[config.mk]
export PLATFORM = sky130hd
export DESIGN_NAME = ct_fcnvt_htos_seq
export DESIGN_NICKNAME = d
export VERILOG_FILES = /design/src/rtl/ct_fcnvt_pkg.sv /design/src/rtl/ct_fcnvt_htos_dnorm.sv /design/src/rtl/ct_fcnvt_htos_seq.sv
export SDC_FILE = /design/constraint.sdc
export NUM_CORES = 1
export LEC_CHECK = 0
export BUFFER_PORTS_ARGS = -buffer_cell sky130_fd_sc_hd__buf_4
export CORE_AREA = 3 3 130 132
export CTS_BUF_LIST = sky130_fd_sc_hd__clkbuf_4 sky130_fd_sc_hd__clkbuf_8
export DETAILED_ROUTE_END_ITERATION = 8
export DIE_AREA = 0 0 133 135
export HOLD_SLACK_MARGIN = 0.12
export PLACE_DENSITY = 0.84
export SLEW_MARGIN = 0
export SYNTH_ARGS = -nofsm -noshare
export SYNTH_HDL_FRONTEND = slang
export SYNTH_SLANG_ARGS = --single-unit
[constraint.sdc]
create_clock -name forever_cpuclk -period 2.65 [get_ports forever_cpuclk]
set_input_delay 0.3975 -clock forever_cpuclk [delete_from_list [all_inputs] [get_ports forever_cpuclk]]
set_output_delay 0.3975 -clock forever_cpuclk [all_outputs]
set_load 0.02 [all_outputs]
[src/rtl/ct_fcnvt_pkg.sv]
// Shared definitions for the FP16->FP32 convert sequencer: FSM encoding,
// exponent rebias constants, lane widths and fflags bit positions.
// Pure declarations; no logic, no latency, no flow control.
package ct_fcnvt_pkg;

  typedef enum logic [1:0] {
    ST_IDLE = 2'd0,
    ST_SCAN = 2'd1,
    ST_DONE = 2'd2
  } htos_state_e;

  localparam int LANES  = 4;
  localparam int HALF_W = 16;
  localparam int SNGL_W = 32;

  // FP32 bias (127) minus FP16 bias (15) for normals.
  localparam logic [7:0] EXP_BIAS_NORM  = 8'd112;
  // Subnormal value f * 2^-24: leading one at bit k gives exponent 127-24+k.
  localparam logic [7:0] EXP_BIAS_DNORM = 8'd103;

  // fflags vector {NV,DZ,OF,UF,NX}
  localparam int FFLAG_NX = 0;
  localparam int FFLAG_UF = 1;
  localparam int FFLAG_OF = 2;
  localparam int FFLAG_DZ = 3;
  localparam int FFLAG_NV = 4;

endpackage

[src/rtl/ct_fcnvt_htos_dnorm.sv]
// Leading-one normalizer turning an FP16 subnormal fraction into FP32 exp/frac.
// Purely combinational, zero latency.
// No flow control; caller steers one lane per cycle.
module ct_fcnvt_htos_dnorm
  import ct_fcnvt_pkg::*;
(
  input  logic [9:0]  frac_i,
  output logic [7:0]  exp_o,
  output logic [22:0] frac_o
);

  logic [3:0] lead;
  logic [4:0] shamt;

  // Find the leading one, then shift it out past bit 22 so the bits below it
  // end up left-justified; the conversion is exact so nothing is rounded.
  always_comb begin
    lead = 4'd0;
    for (int i = 0; i < 10; i++) begin
      if (frac_i[i]) lead = 4'(i);
    end
    shamt  = 5'd23 - {1'b0, lead};
    exp_o  = EXP_BIAS_DNORM + {4'b0, lead};
    frac_o = {13'b0, frac_i} << shamt;
  end

endmodule

[src/rtl/ct_fcnvt_htos_seq.sv]
// Packed 4-lane FP16->FP32 convert sequencer; subnormal lanes share one normalizer.
// Latency: accept at T -> out_vld at T+1+D (D = enabled subnormal lanes).
// Backpressure: in_rdy only in IDLE; result held while out_vld && !out_rdy.
// Optional NV flag output enabled by macro FCNVT_HTOS_FFLAGS_EN.
module ct_fcnvt_htos_seq (
  input  logic         forever_cpuclk,
  input  logic         cpurst,
  input  logic         cnvt_flush,
  input  logic         in_vld,
  output logic         in_rdy,
  input  logic [63:0]  in_data,
  input  logic [3:0]   in_lane_en,
  output logic         out_vld,
  input  logic         out_rdy,
`ifdef FCNVT_HTOS_FFLAGS_EN
  output logic [4:0]   out_fflags,
`endif
  output logic [127:0] out_data
);

  import ct_fcnvt_pkg::*;

  htos_state_e state_q;
  logic [LANES-1:0]        pend_q;
  logic [LANES-1:0]        pend_d;
  logic [LANES*SNGL_W-1:0] res_q;
  logic [LANES*SNGL_W-1:0] res_d;
  logic [LANES*11-1:0]     src_q;   // per lane {sign, frac[9:0]}
  logic [LANES*11-1:0]     src_d;
  logic                    out_vld_q;
  logic                    nv_d;
`ifdef FCNVT_HTOS_FFLAGS_EN
  logic                    nv_q;
`endif

  logic [1:0]       sel_idx;
  logic [LANES-1:0] sel_oh;
  logic             sel_sgn;
  logic [9:0]       sel_frac;
  logic [7:0]       dn_exp;
  logic [22:0]      dn_frac;
  logic             accept;

  assign in_rdy   = (state_q == ST_IDLE) && !cnvt_flush && !cpurst;
  assign accept   = in_vld && in_rdy;
  assign out_vld  = out_vld_q;
  assign out_data = res_q;

  // Single-cycle conversion of the non-subnormal lanes; subnormals are marked pending.
  always_comb begin
    res_d  = '0;
    pend_d = '0;
    src_d  = '0;
    nv_d   = 1'b0;
    for (int i = 0; i < LANES; i++) begin
      logic       s;
      logic [4:0] e;
      logic [9:0] f;
      s = in_data[i*HALF_W + 15];
      e = in_data[i*HALF_W + 10 +: 5];
      f = in_data[i*HALF_W +: 10];
      src_d[i*11 +: 11] = {s, f};
      if (in_lane_en[i]) begin
        if (e == 5'd0) begin
          if (f == 10'd0) res_d[i*SNGL_W +: SNGL_W] = {s, 31'b0};
          else            pend_d[i] = 1'b1;
        end else if (e == 5'd31) begin
          if (f == 10'd0) begin
            res_d[i*SNGL_W +: SNGL_W] = {s, 8'hFF, 23'b0};
          end else begin
            res_d[i*SNGL_W +: SNGL_W] = {s, 8'hFF, 1'b1, f[8:0], 13'b0};
            if (!f[9]) nv_d = 1'b1;
          end
        end else begin
          res_d[i*SNGL_W +: SNGL_W] = {s, {3'b0, e} + EXP_BIAS_NORM, f, 13'b0};
        end
      end
    end
  end

  // Lowest-index pending lane wins the shared normalizer.
  always_comb begin
    sel_idx = 2'd0;
    for (int i = LANES - 1; i >= 0; i--) begin
      if (pend_q[i]) sel_idx = 2'(i);
    end
    sel_oh   = 4'b0001 << sel_idx;
    sel_sgn  = src_q[11*sel_idx + 10];
    sel_frac = src_q[11*sel_idx +: 10];
  end

  ct_fcnvt_htos_dnorm u_dnorm (
    .frac_i (sel_frac),
    .exp_o  (dn_exp),
    .frac_o (dn_frac)
  );

  // Sequencer FSM with registered result, pending mask and valid.
  always_ff @(posedge forever_cpuclk) begin
    if (cpurst) begin
      state_q   <= ST_IDLE;
      pend_q    <= '0;
      res_q     <= '0;
      src_q     <= '0;
      out_vld_q <= 1'b0;
`ifdef FCNVT_HTOS_FFLAGS_EN
      nv_q      <= 1'b0;
`endif
    end else if (cnvt_flush) begin
      // A result pending in the flush cycle is dropped, even if out_rdy is high.
      state_q   <= ST_IDLE;
      pend_q    <= '0;
      out_vld_q <= 1'b0;
`ifdef FCNVT_HTOS_FFLAGS_EN
      nv_q      <= 1'b0;
`endif
    end else begin
      case (state_q)
        ST_IDLE: begin
          if (accept) begin
            res_q  <= res_d;
            src_q  <= src_d;
            pend_q <= pend_d;
`ifdef FCNVT_HTOS_FFLAGS_EN
            nv_q   <= nv_d;
`endif
            if (pend_d != '0) begin
              state_q <= ST_SCAN;
            end else begin
              state_q   <= ST_DONE;
              out_vld_q <= 1'b1;
            end
          end
        end
        ST_SCAN: begin
          res_q[{sel_idx, 5'b0} +: SNGL_W] <= {sel_sgn, dn_exp, dn_frac};
          pend_q <= pend_q & ~sel_oh;
          if (pend_q == sel_oh) begin
            state_q   <= ST_DONE;
            out_vld_q <= 1'b1;
          end
        end
        ST_DONE: begin
          if (out_rdy) begin
            state_q   <= ST_IDLE;
            out_vld_q <= 1'b0;
          end
        end
        default: state_q <= ST_IDLE;
      endcase
    end
  end

`ifdef FCNVT_HTOS_FFLAGS_EN
  // Only NV can arise from an exact widening conversion.
  always_comb begin
    out_fflags           = '0;
    out_fflags[FFLAG_NV] = nv_q;
  end
`else
  // Signaling-NaN detection has no consumer without the flags port.
  logic unused_nv;
  assign unused_nv = nv_d;
`endif

endmodule

==> results.py, run 1 <==
metrics = {
    "synthesis": {
        "synth_adder_area_share": 0.0143,
        "yosys-top-cells-area": "dfxtp_1 (44%), nand2_1 (9.7%), a21oi_1 (5.6%)",
        "synth_flop_cell": "dfxtp_1",
        "synthArstFlopShare": 0,
        "synth-compound-area-share": 0.195,
        "synth-simple-area-share": 0.280,
        "syn_avg_cell_area_um2": 7.99,
        "yosysTopAreaCellShare": 0.444,
        "synth_edf_count": 0,
        "synth_mux_area_frac": 0.0196,
        "yosysUniqueCellTypes": 62,
        "synth_area_um2": 7900,
        "synthCells": 988,
        "syn_nets": 1070,
        "ys_seq_area_frac": 0.444,
        "ys_warn_count": 0,
        "synthXorXnorAreaFrac": 0.00222,
        "synth_top_family_by_area": "simple AND/OR/NAND/NOR gates",
        "yosys.area.top_type": "dfxtp_1",
        "yosys_register_bits": 175,
    },
    "setup_path": {
        "crit_arrival_ns": 3.34,
        "crit_start": "pend_q[0]",
        "crit_buf_inv": 0,
        "timing.rr.start": "pend_q[0]",
        "reg2regPathDepth": 9,
        "max_stage_delay_ns": 0.47,
        "cp-end-kind": "register",
        "rr_endpoint": "out_data[54]",
        "critPathRequiredTime_ns": 2.98,
        "crit_family": "compound AO/OA/AOI/OAI gates",
        "cpMaxStageDelayCell": "a311o_2",
        "r2r_slack_ns": -0.36,
        "path_class": "register to register",
        "crit_cells": 9,
        "startpoint_type": "register",
        "crit_fanout": 4,
        "cp-endpoint": "out_data[54]",
        "crit_chain": "or2_4, o21bai_4, mux4_2, or3_4, a221o_1, mux2i_2, o22ai_1, a311o_2, o2bb2ai_1",
    },
    "layout": {
        "layout_common_cells": "buf_4 (332), nand2_1 (191), dfxtp_1 (171)",
        "antennaDiodeCount": 0,
        "area_growth_pct": 51.5,
        "fin_nets": 1391,
        "layout.cells.non_filler": 1538,
        "design_area_um2": 12000,
        "drive_above_1_share": 0.387,
        "final_common_cell": "buf_4",
    },
    "sta": {
        "slew_viol_final": 0,
        "setup_ws_ns": -0.357,
        "tns_ns": -6.52,
        "rsz0062_at_grt": "true",
        "hold_viol_final": 0,
        "slew_headroom": 0.555,
        "period_minus_slack_ns": 3.01,
        "max_freq_mhz": 333,
        "worstMarginPinSlew_ns": 0.667,
        "setup_viol": 43,
        "period_share": 1.13,
        "clock_skew_ns": 0.0178,
    },
    "pwr": {
        "p_leak_uw": 0.00495,
        "power_density_nw_per_um2": 477,
        "ir_drop_uv": 398,
    },
    "clock_network": {
        "htreeDepth": 4,
        "insertion_delay_ns": 0.48,
        "clockRootBuffer": "clkbuf_8",
        "cts-buffers-inserted": 17,
        "cts_tree": "built",
        "cts_max_path_buffers": 2,
        "cts.sinks": 175,
        "cts.clk_slew.worst_paths_ns": 0.10,
    },
    "placement": {
        "routabilityCongestion": 0.982,
        "post-dp-hpwl_um": 22900,
        "placed_cell_area_um2": 10600,
        "dp.cells": 1486,
        "portBuffers": 202,
    },
    "global_routing": {
        "grt_overflow_total": 0,
        "grt_pass1_vias": 8388,
        "grt_pass1_wl_um": 45600,
        "antenna_found_initial": 0,
        "grt_max_degree": 125,
        "grt_use_total": 0.322,
    },
    "route": {
        "vias_per_cell": 5.98,
        "num_vias": 9192,
        "wl_per_cell_um": 20.2,
        "ant_nets": 0,
        "drt-initial-drc-count": 1482,
        "drc": 0,
        "routed_wl_um": 31000,
        "drt_pass1_iterations": 8,
    },
    "floorplan": {
        "dieArea_um2": 18000,
        "coreArea_um2": 15800,
        "fp.dieH_um": 135,
        "die_width_um": 133,
        "pin_count": 203,
        "rows": 46,
        "initial_core_util": 0.499,
    },
    "run_status": {
        "failed_checks": "negative setup slack",
        "status": "complete, but fails checks",
    },
    "job": {
        "max_cap_viol_count": 0,
    },
    "worst_hold_path": {
        "hold_class": "primary input to register",
    },
}
report_power, final:
part | leakage [uW] | switching, uW | internal (uW)
clock | 0.000214 | 1140 | 811
combinational | 0.00332 | 572 | 450
sequential | 0.00142 | 46.2 | 2680
worst register-to-register path, stage by stage, from the launching register on:
cell and delay, ns:
dfxtp_2 0.34, or2_4 0.27, o21bai_4 0.18, mux4_2 0.45, or3_4 0.35, a221o_1 0.33, mux2i_2 0.20, o22ai_1 0.10
a311o_2 0.47, o2bb2ai_1 0.18
worst min path at each step:
stage,start,end,slack [ns],cells past startpoint
2_1_floorplan,src_q[32],src_q[32],0.43,2
3_3_place_gp,out_data[94],out_data[94],0.44,2
3_5_place_dp,out_data[96],out_data[96],0.45,1
4_1_cts,in_data[9],src_q[9],0.16,3
5_1_grt,in_data[9],src_q[9],0.15,3
6_report,in_data[47],src_q[32],0.17,3
cells in the mapped netlist (all sizes together), types with 4 or more instances:
master	instances
a22o	4
nor4	8
a211oi	15
o21ai	21
a31oi	32
ha	9
nor2b	5
nand2	205
a221o	9
inv	17
o22ai	6
mux4	6
o2bb2ai	4
nand3	55
a21oi	88
nor3	27
nand3b	7
or4	8
clkbuf	58
and3	6
and2	62
or3	7
a221oi	21
nor2	71
dfxtp	175
a22oi	8
buf	11
o32ai	4
cell families after synthesis:
logic type | after synthesis
compound gates | 233
xor+xnor | 2
fa+ha+maj | 9
buf+inv | 86
flops | 175
mux | 8
simple gates | 475
state kept, by name, indices dropped and copies added, names as in the netlist:
signal and flops:
out_data 124, out_vld 1, pend_q 4, src_q 44, state_q 2
what timing repair did:
action	CTS	global route
hold buffers	0	0
resized for setup	74	85
gates cloned	0	2
endpoints found under the hold margin	0	0
buffers inserted	8	14
pin swaps	20	48
endpoints found under the setup margin	51	61
area by class of cell:
class                   count  area (um^2)
clock buffers              17          234
clock inverters            15          193
fillers                  1152         3860
inverters                  17         77.6
multi-input cells         727         4650
flip-flops and latches    175         3510
well taps                 216          270
repair buffers            371         3030
per-stage QoR:
stage / util / worst slack [ns] / power, uW / hold slack [ns]
3_3_place_gp: 0.673 / -0.334 / 3630 / 0.441
5_1_grt: 0.756 / -0.459 / 5900 / 0.146
6_report: 0.756 / -0.357 / 5710 / 0.174
4_1_cts: 0.720 / -0.238 / 5610 / 0.161
2_1_floorplan: - / -0.256 / 3170 / 0.433
3_5_place_dp: 0.673 / -0.357 / 3640 / 0.445
per-layer routing:
layer	wire, um	vias to the layer above	GRT usage
met2	14900	562	0.520
met4	1400	0	0.130
met3	2770	118	0.0674
li1	-	4136	-
met5	0	-	0
met1	12000	4376	0.423
(Power assumes the default switching activity.)
==> inputs of run 2 (changes only) <==
PLACE_DENSITY = 0.81   (was 0.84)
clock period = 2.95 ns   (was 2.65 ns; I/O delays follow)
==> run 2 against run 1 <==
The flow still finishes with violations (negative setup slack); register-to-register slack improved by 0.34 ns; die area unchanged; non-clock buffer count decreased by 44; sequential share of layout area increased by 2.5 points; hold slack improved by 0.054 ns; global-route usage increased by 0.29 points; setup slack improved by 0.34 ns; cell count decreased by 2.9%; via count decreased by 4.2%; clock skew decreased by 0.0048 ns; cell area decreased by 8.1%; sequential power decreased by 9.9%; critical endpoint is now out_data[22].
==> results.py, run 2 (same netlist as run 1, synthesis figures left out) <==
metrics = {
    "run_status": {
        "status": "complete, but fails checks",
        "failed_checks": "negative setup slack",
    },
    "clock_network": {
        "cts.sinks": 175,
        "cts_tree": "built",
        "cts_max_path_buffers": 2,
        "htreeDepth": 4,
        "insertion_delay_ns": 0.48,
        "holdBufCountCts": 0,
        "cts-buffers-inserted": 17,
        "cts.clk_slew.worst_paths_ns": 0.10,
        "clockRootBuffer": "clkbuf_8",
    },
    "setup_path": {
        "crit_cells": 10,
        "crit_start": "pend_q[2]",
        "crit_chain": "buf_8, buf_6, o21bai_4, mux4_2, or3_4, a221o_1, mux2i_1, o22ai_1, a311o_1, o2bb2ai_1",
        "startpoint_type": "register",
        "rr_endpoint": "out_data[22]",
        "cpMaxStageDelayCell": "mux4_2",
        "crit_arrival_ns": 3.32,
        "crit_fanout": 8,
        "path_class": "register to register",
        "crit_family": "compound AO/OA/AOI/OAI gates",
        "crit_buf_inv": 2,
        "reg2regPathDepth": 10,
        "max_stage_delay_ns": 0.55,
        "cp-end-kind": "register",
        "r2r_slack_ns": -0.02,
        "timing.rr.start": "pend_q[2]",
        "critPathRequiredTime_ns": 3.30,
    },
    "sta": {
        "hold_viol_final": 0,
        "max_freq_mhz": 337,
        "clock_skew_ns": 0.0129,
        "tns_ns": -0.0443,
        "slew_viol_final": 0,
        "rsz0062_at_grt": "true",
        "setup_ws_ns": -0.0169,
        "period_share": 1.01,
        "worstMarginPinSlew_ns": 0.855,
        "slew_headroom": 0.426,
        "period_minus_slack_ns": 2.97,
        "setup_viol": 4,
    },
    "global_routing": {
        "grt_overflow_total": 0,
        "grt_pass1_wl_um": 45700,
        "grt_pass1_vias": 8182,
        "grt_use_total": 0.325,
        "grt_max_degree": 125,
        "antenna_found_initial": 0,
    },
    "route": {
        "vias_per_cell": 5.89,
        "num_vias": 8804,
        "wl_per_cell_um": 20.5,
        "ant_nets": 0,
        "drt-initial-drc-count": 992,
        "drt_pass1_iterations": 6,
        "drc": 0,
        "routed_wl_um": 30600,
    },
    "pwr": {
        "finalPower_uw": 4920,
        "ir_drop_uv": 272,
        "power_density_nw_per_um2": 447,
        "p_leak_uw": 0.00455,
    },
    "layout": {
        "seq_area_um2": 3510,
        "antennaDiodeCount": 0,
        "final_common_cell": "buf_4",
        "multi_input_area_um2": 4260,
        "area_growth_pct": 39.2,
        "layout_common_cells": "buf_4 (320), nand2_1 (203), dfxtp_1 (171)",
        "fillerInstances": 1321,
        "fin_nets": 1347,
        "drive_above_1_share": 0.325,
        "largest_reg_flops": 124,
    },
    "floorplan": {
        "die_width_um": 133,
        "fp.dieH_um": 135,
        "coreArea_um2": 15800,
        "initial_core_util": 0.499,
        "dieArea_um2": 18000,
        "pin_count": 203,
        "rows": 46,
    },
    "job": {
        "max_cap_viol_count": 0,
    },
    "placement": {
        "post-dp-hpwl_um": 23200,
        "portBuffers": 202,
        "routabilityCongestion": 1.00,
    },
    "worst_hold_path": {
        "hold_class": "primary input to register",
        "hold_end": "src_q[32]",
        "hp-start": "in_data[47]",
        "min_path_cells": 3,
    },
}
[run 2: cell types whose count changed in the layout (fill, tap and decap cells not counted), sizes merged]
cell,change
buf,-44
clkbuf,-1
inv,+1
clkdlybuf4s15,+1
bufinv,-1
[run 2: worst register-to-register path: stages (launching register included)]
cell	delay, ns
dfxtp_2	0.35
buf_8	0.13
buf_6	0.12
o21bai_4	0.13
mux4_2	0.55
or3_4	0.40
a221o_1	0.33
mux2i_1	0.20
o22ai_1	0.11
a311o_1	0.37
o2bb2ai_1	0.16
[run 2: metal layers]
layer / track usage / wire length, um / vias up
met4: 0.148 / 1450 / 0
met1: 0.443 / 12400 / 4126
met3: 0.0555 / 2900 / 94
li1: - / - / 4045
met5: 0 / 0 / -
met2: 0.507 / 13900 / 539
[run 2: what timing repair did]
| action | in CTS | in global routing |
|---|---|---|
| pin swaps | 5 | 19 |
| cloned | 0 | 1 |
| buffers inserted | 3 | 18 |
| resized for setup | 11 | 47 |
| endpoints found under the setup margin | 17 | 44 |
| endpoints found under the hold margin | 0 | 0 |
[run 2: area by class of cell]
class | count | area share
clock buffer | 17 | 0.0213
clock inverter | 15 | 0.0155
inverter | 17 | 0.00580
multi-input combinational | 727 | 0.388
sequential | 175 | 0.319
tap | 216 | 0.0246
timing repair buffer | 327 | 0.226
[run 2: worst max-delay path by stage]
stage	end	slack [ns]
2_1_floorplan	out_data[22]	0.04
3_3_place_gp	out_data[116]	-0.18
3_5_place_dp	out_data[116]	-0.17
4_1_cts	out_data[22]	0.001
5_1_grt	out_data[54]	-0.10
6_report	out_data[22]	-0.02
[run 2: metrics by stage]
stage	utilization	hold slack (ns)	cell area [um^2]	worst slack (ns)	cells
finish	0.695	0.228	11000	-0.0169	1494
global route	0.695	0.220	11000	-0.104	1494
detailed placement	0.645	0.446	10200	-0.170	1440
CTS	0.674	0.203	10700	0.00144	1475
global placement	0.645	0.440	10200	-0.176	1440
floorplan	-	0.433	7910	0.0407	988
[run 2: report_power, final]
part           leakage, uW  internal [uW]  switching [uW]  total (uW)
clock             0.000200            643            1040        1690
sequential         0.00142           2410            42.2        2460
combinational      0.00293            317             462         779
total              0.00455           3370            1550        4920
==> inputs of run 3 (changes only) <==
PLACE_DENSITY = 0.84   (was 0.81)
clock period = 2.6 ns   (was 2.95 ns; I/O delays follow)
==> run 3 against run 2 <==
The run still ends with negative setup slack left; critical path depth decreased by 1; count of clock-buffer cells in the layout increased by 2; setup slack got worse by 0.28 ns; global-route usage about the same; clock skew decreased by 0.0027 ns; critical path type unchanged.
==> results.py, run 3 (same netlist as run 1, synthesis figures left out) <==
metrics = {
    "sta": {
        "period_minus_slack_ns": 2.90,
        "hold_viol_final": 0,
        "rsz0062_at_grt": "true",
        "max_freq_mhz": 345,
        "setup_viol": 42,
        "slew_headroom": 0.481,
        "worstMarginPinSlew_ns": 0.778,
        "hold_ws_ns": 0.168,
        "clock_skew_ns": 0.0102,
        "period_share": 1.12,
        "setup_ws_ns": -0.300,
        "slew_viol_final": 0,
    },
    "route": {
        "num_vias": 8863,
        "drt_pass1_iterations": 5,
        "vias_per_cell": 5.75,
        "drt-initial-drc-count": 868,
        "drc": 0,
        "ant_nets": 0,
        "routed_wl_um": 29900,
        "wl_per_cell_um": 19.4,
    },
    "setup_path": {
        "path_class": "register to register",
        "critPathRequiredTime_ns": 2.94,
        "crit_arrival_ns": 3.24,
        "r2r_slack_ns": -0.30,
        "reg2regPathDepth": 9,
        "cp-end-kind": "register",
        "crit_fanout": 4,
        "crit_chain": "or2_4, o21bai_4, mux4_2, or3_4, a221o_1, mux2i_2, o22ai_1, a311o_2, o2bb2ai_1",
        "cpMaxStageDelayCell": "mux4_2",
        "startpoint_type": "register",
        "max_stage_delay_ns": 0.44,
    },
    "clock_network": {
        "cts_max_path_buffers": 2,
        "cts-buffers-inserted": 17,
        "clockRootBuffer": "clkbuf_8",
        "htreeDepth": 4,
        "holdBufCountCts": 0,
        "insertion_delay_ns": 0.48,
        "cts.clk_slew.worst_paths_ns": 0.10,
        "cts_tree": "built",
        "cts.sinks": 175,
    },
    "floorplan": {
        "die_width_um": 133,
        "rows": 46,
        "fp.dieH_um": 135,
        "pin_count": 203,
        "initial_core_util": 0.499,
        "dieArea_um2": 18000,
        "coreArea_um2": 15800,
    },
    "pwr": {
        "pwr-share-comb": 0.172,
        "power_density_nw_per_um2": 497,
        "finalPower_uw": 5870,
        "pwr-share-clk": 0.353,
        "swShare": 0.295,
        "ir_drop_uv": 332,
        "p_leak_uw": 0.00489,
        "p_sw_uw": 1730,
        "seqPwrFrac": 0.475,
        "p_int_uw": 4140,
    },
    "run_status": {
        "failed_checks": "negative setup slack",
        "status": "complete, but fails checks",
    },
    "layout": {
        "layout.cells.non_filler": 1542,
        "final_util": 0.746,
        "antennaDiodeCount": 0,
        "fillerInstances": 1213,
        "fin_nets": 1395,
        "final_common_cell": "buf_4",
        "area_growth_pct": 49.4,
        "layout_common_cells": "buf_4 (348), nand2_1 (194), dfxtp_1 (171)",
        "drive_above_1_share": 0.382,
        "largest_reg_flops": 124,
    },
    "global_routing": {
        "grt_max_degree": 72,
        "grt_pass1_wl_um": 46100,
        "grt_overflow_total": 0,
        "grt_use_total": 0.325,
        "antenna_found_initial": 0,
        "grt_pass1_vias": 8484,
    },
    "placement": {
        "portBuffers": 202,
        "dp.cells": 1486,
        "pre_cts_ws_ns": -0.402,
        "post-dp-hpwl_um": 22300,
        "routabilityCongestion": 1.03,
    },
    "worst_hold_path": {
        "hold_class": "primary input to register",
        "min_path_cells": 3,
    },
    "job": {
        "max_cap_viol_count": 0,
    },
}
==> run 3: cell types whose count changed in the layout (fill, tap and decap cells not counted), moves of 5 or more <==
cell	change
a221oi_1	-7
a221oi_2	+5
nand2_2	+8
nor2_1	-5
ha_4	+5
nand2_1	-9
buf_6	+22
buf_4	+28
==> run 3: final cells by class <==
| class | count | area, um^2 | share of cell area |
|---|---|---|---|
| inverters | 17 | 68.8 | 0.00583 |
| clock inverters | 13 | 166 | 0.0141 |
| well taps | 216 | 270 | 0.0229 |
| flip-flops and latches | 175 | 3510 | 0.297 |
| clock buffers | 19 | 262 | 0.0222 |
| repair buffers | 375 | 2930 | 0.249 |
| multi-input cells | 727 | 4590 | 0.389 |
==> run 3: final timing paths <==
check               start           end
max             pend_q[1]  out_data[22]
max reg2reg     pend_q[1]  out_data[22]
min           in_data[63]     src_q[43]
min reg2reg  out_data[30]  out_data[30]
==> run 3: metrics by stage <==
| stage | TNS [ns] | instance area (um^2) |
|---|---|---|
| global placement | -9.00 | 10600 |
| CTS | -2.97 | 11600 |
| detailed placement | -10.51 | 10600 |
| finish | -4.64 | 11800 |
| global route | -9.33 | 11800 |
| floorplan | -1.50 | 8010 |
==> run 3: worst max-delay path: cells and delay by family, from the launching register on <==
kind	cells	cell delay, ns
AO/OA/AOI/OAI	5	1.15
flip-flops	1	0.36
multiplexers	2	0.64
AND/OR/NAND/NOR	2	0.59
==> run 3: metal layers <==
metal,track usage,share of wire
met1,0.428,0.41
met2,0.526,0.47
met3,0.0753,0.095
met4,0.117,0.031
met5,0,0
==> run 3: power by group through the flow <==
stage | sequential, uW | clock [uW] | combinational (uW)
2_1_floorplan | 2870 | 0 | 370
3_3_place_gp | 2840 | 0 | 862
3_5_place_dp | 2850 | 0 | 868
4_1_cts | 2780 | 2090 | 962
5_1_grt | 2790 | 2220 | 1070
6_report | 2790 | 2070 | 1010
==> run 3: repair_timing <==
action | CTS | global route
setup endpoints to repair | 63 | 84
cloned | 1 | 0
buffers inserted | 21 | 3
gates resized for setup | 92 | 35
pin swaps | 31 | 12
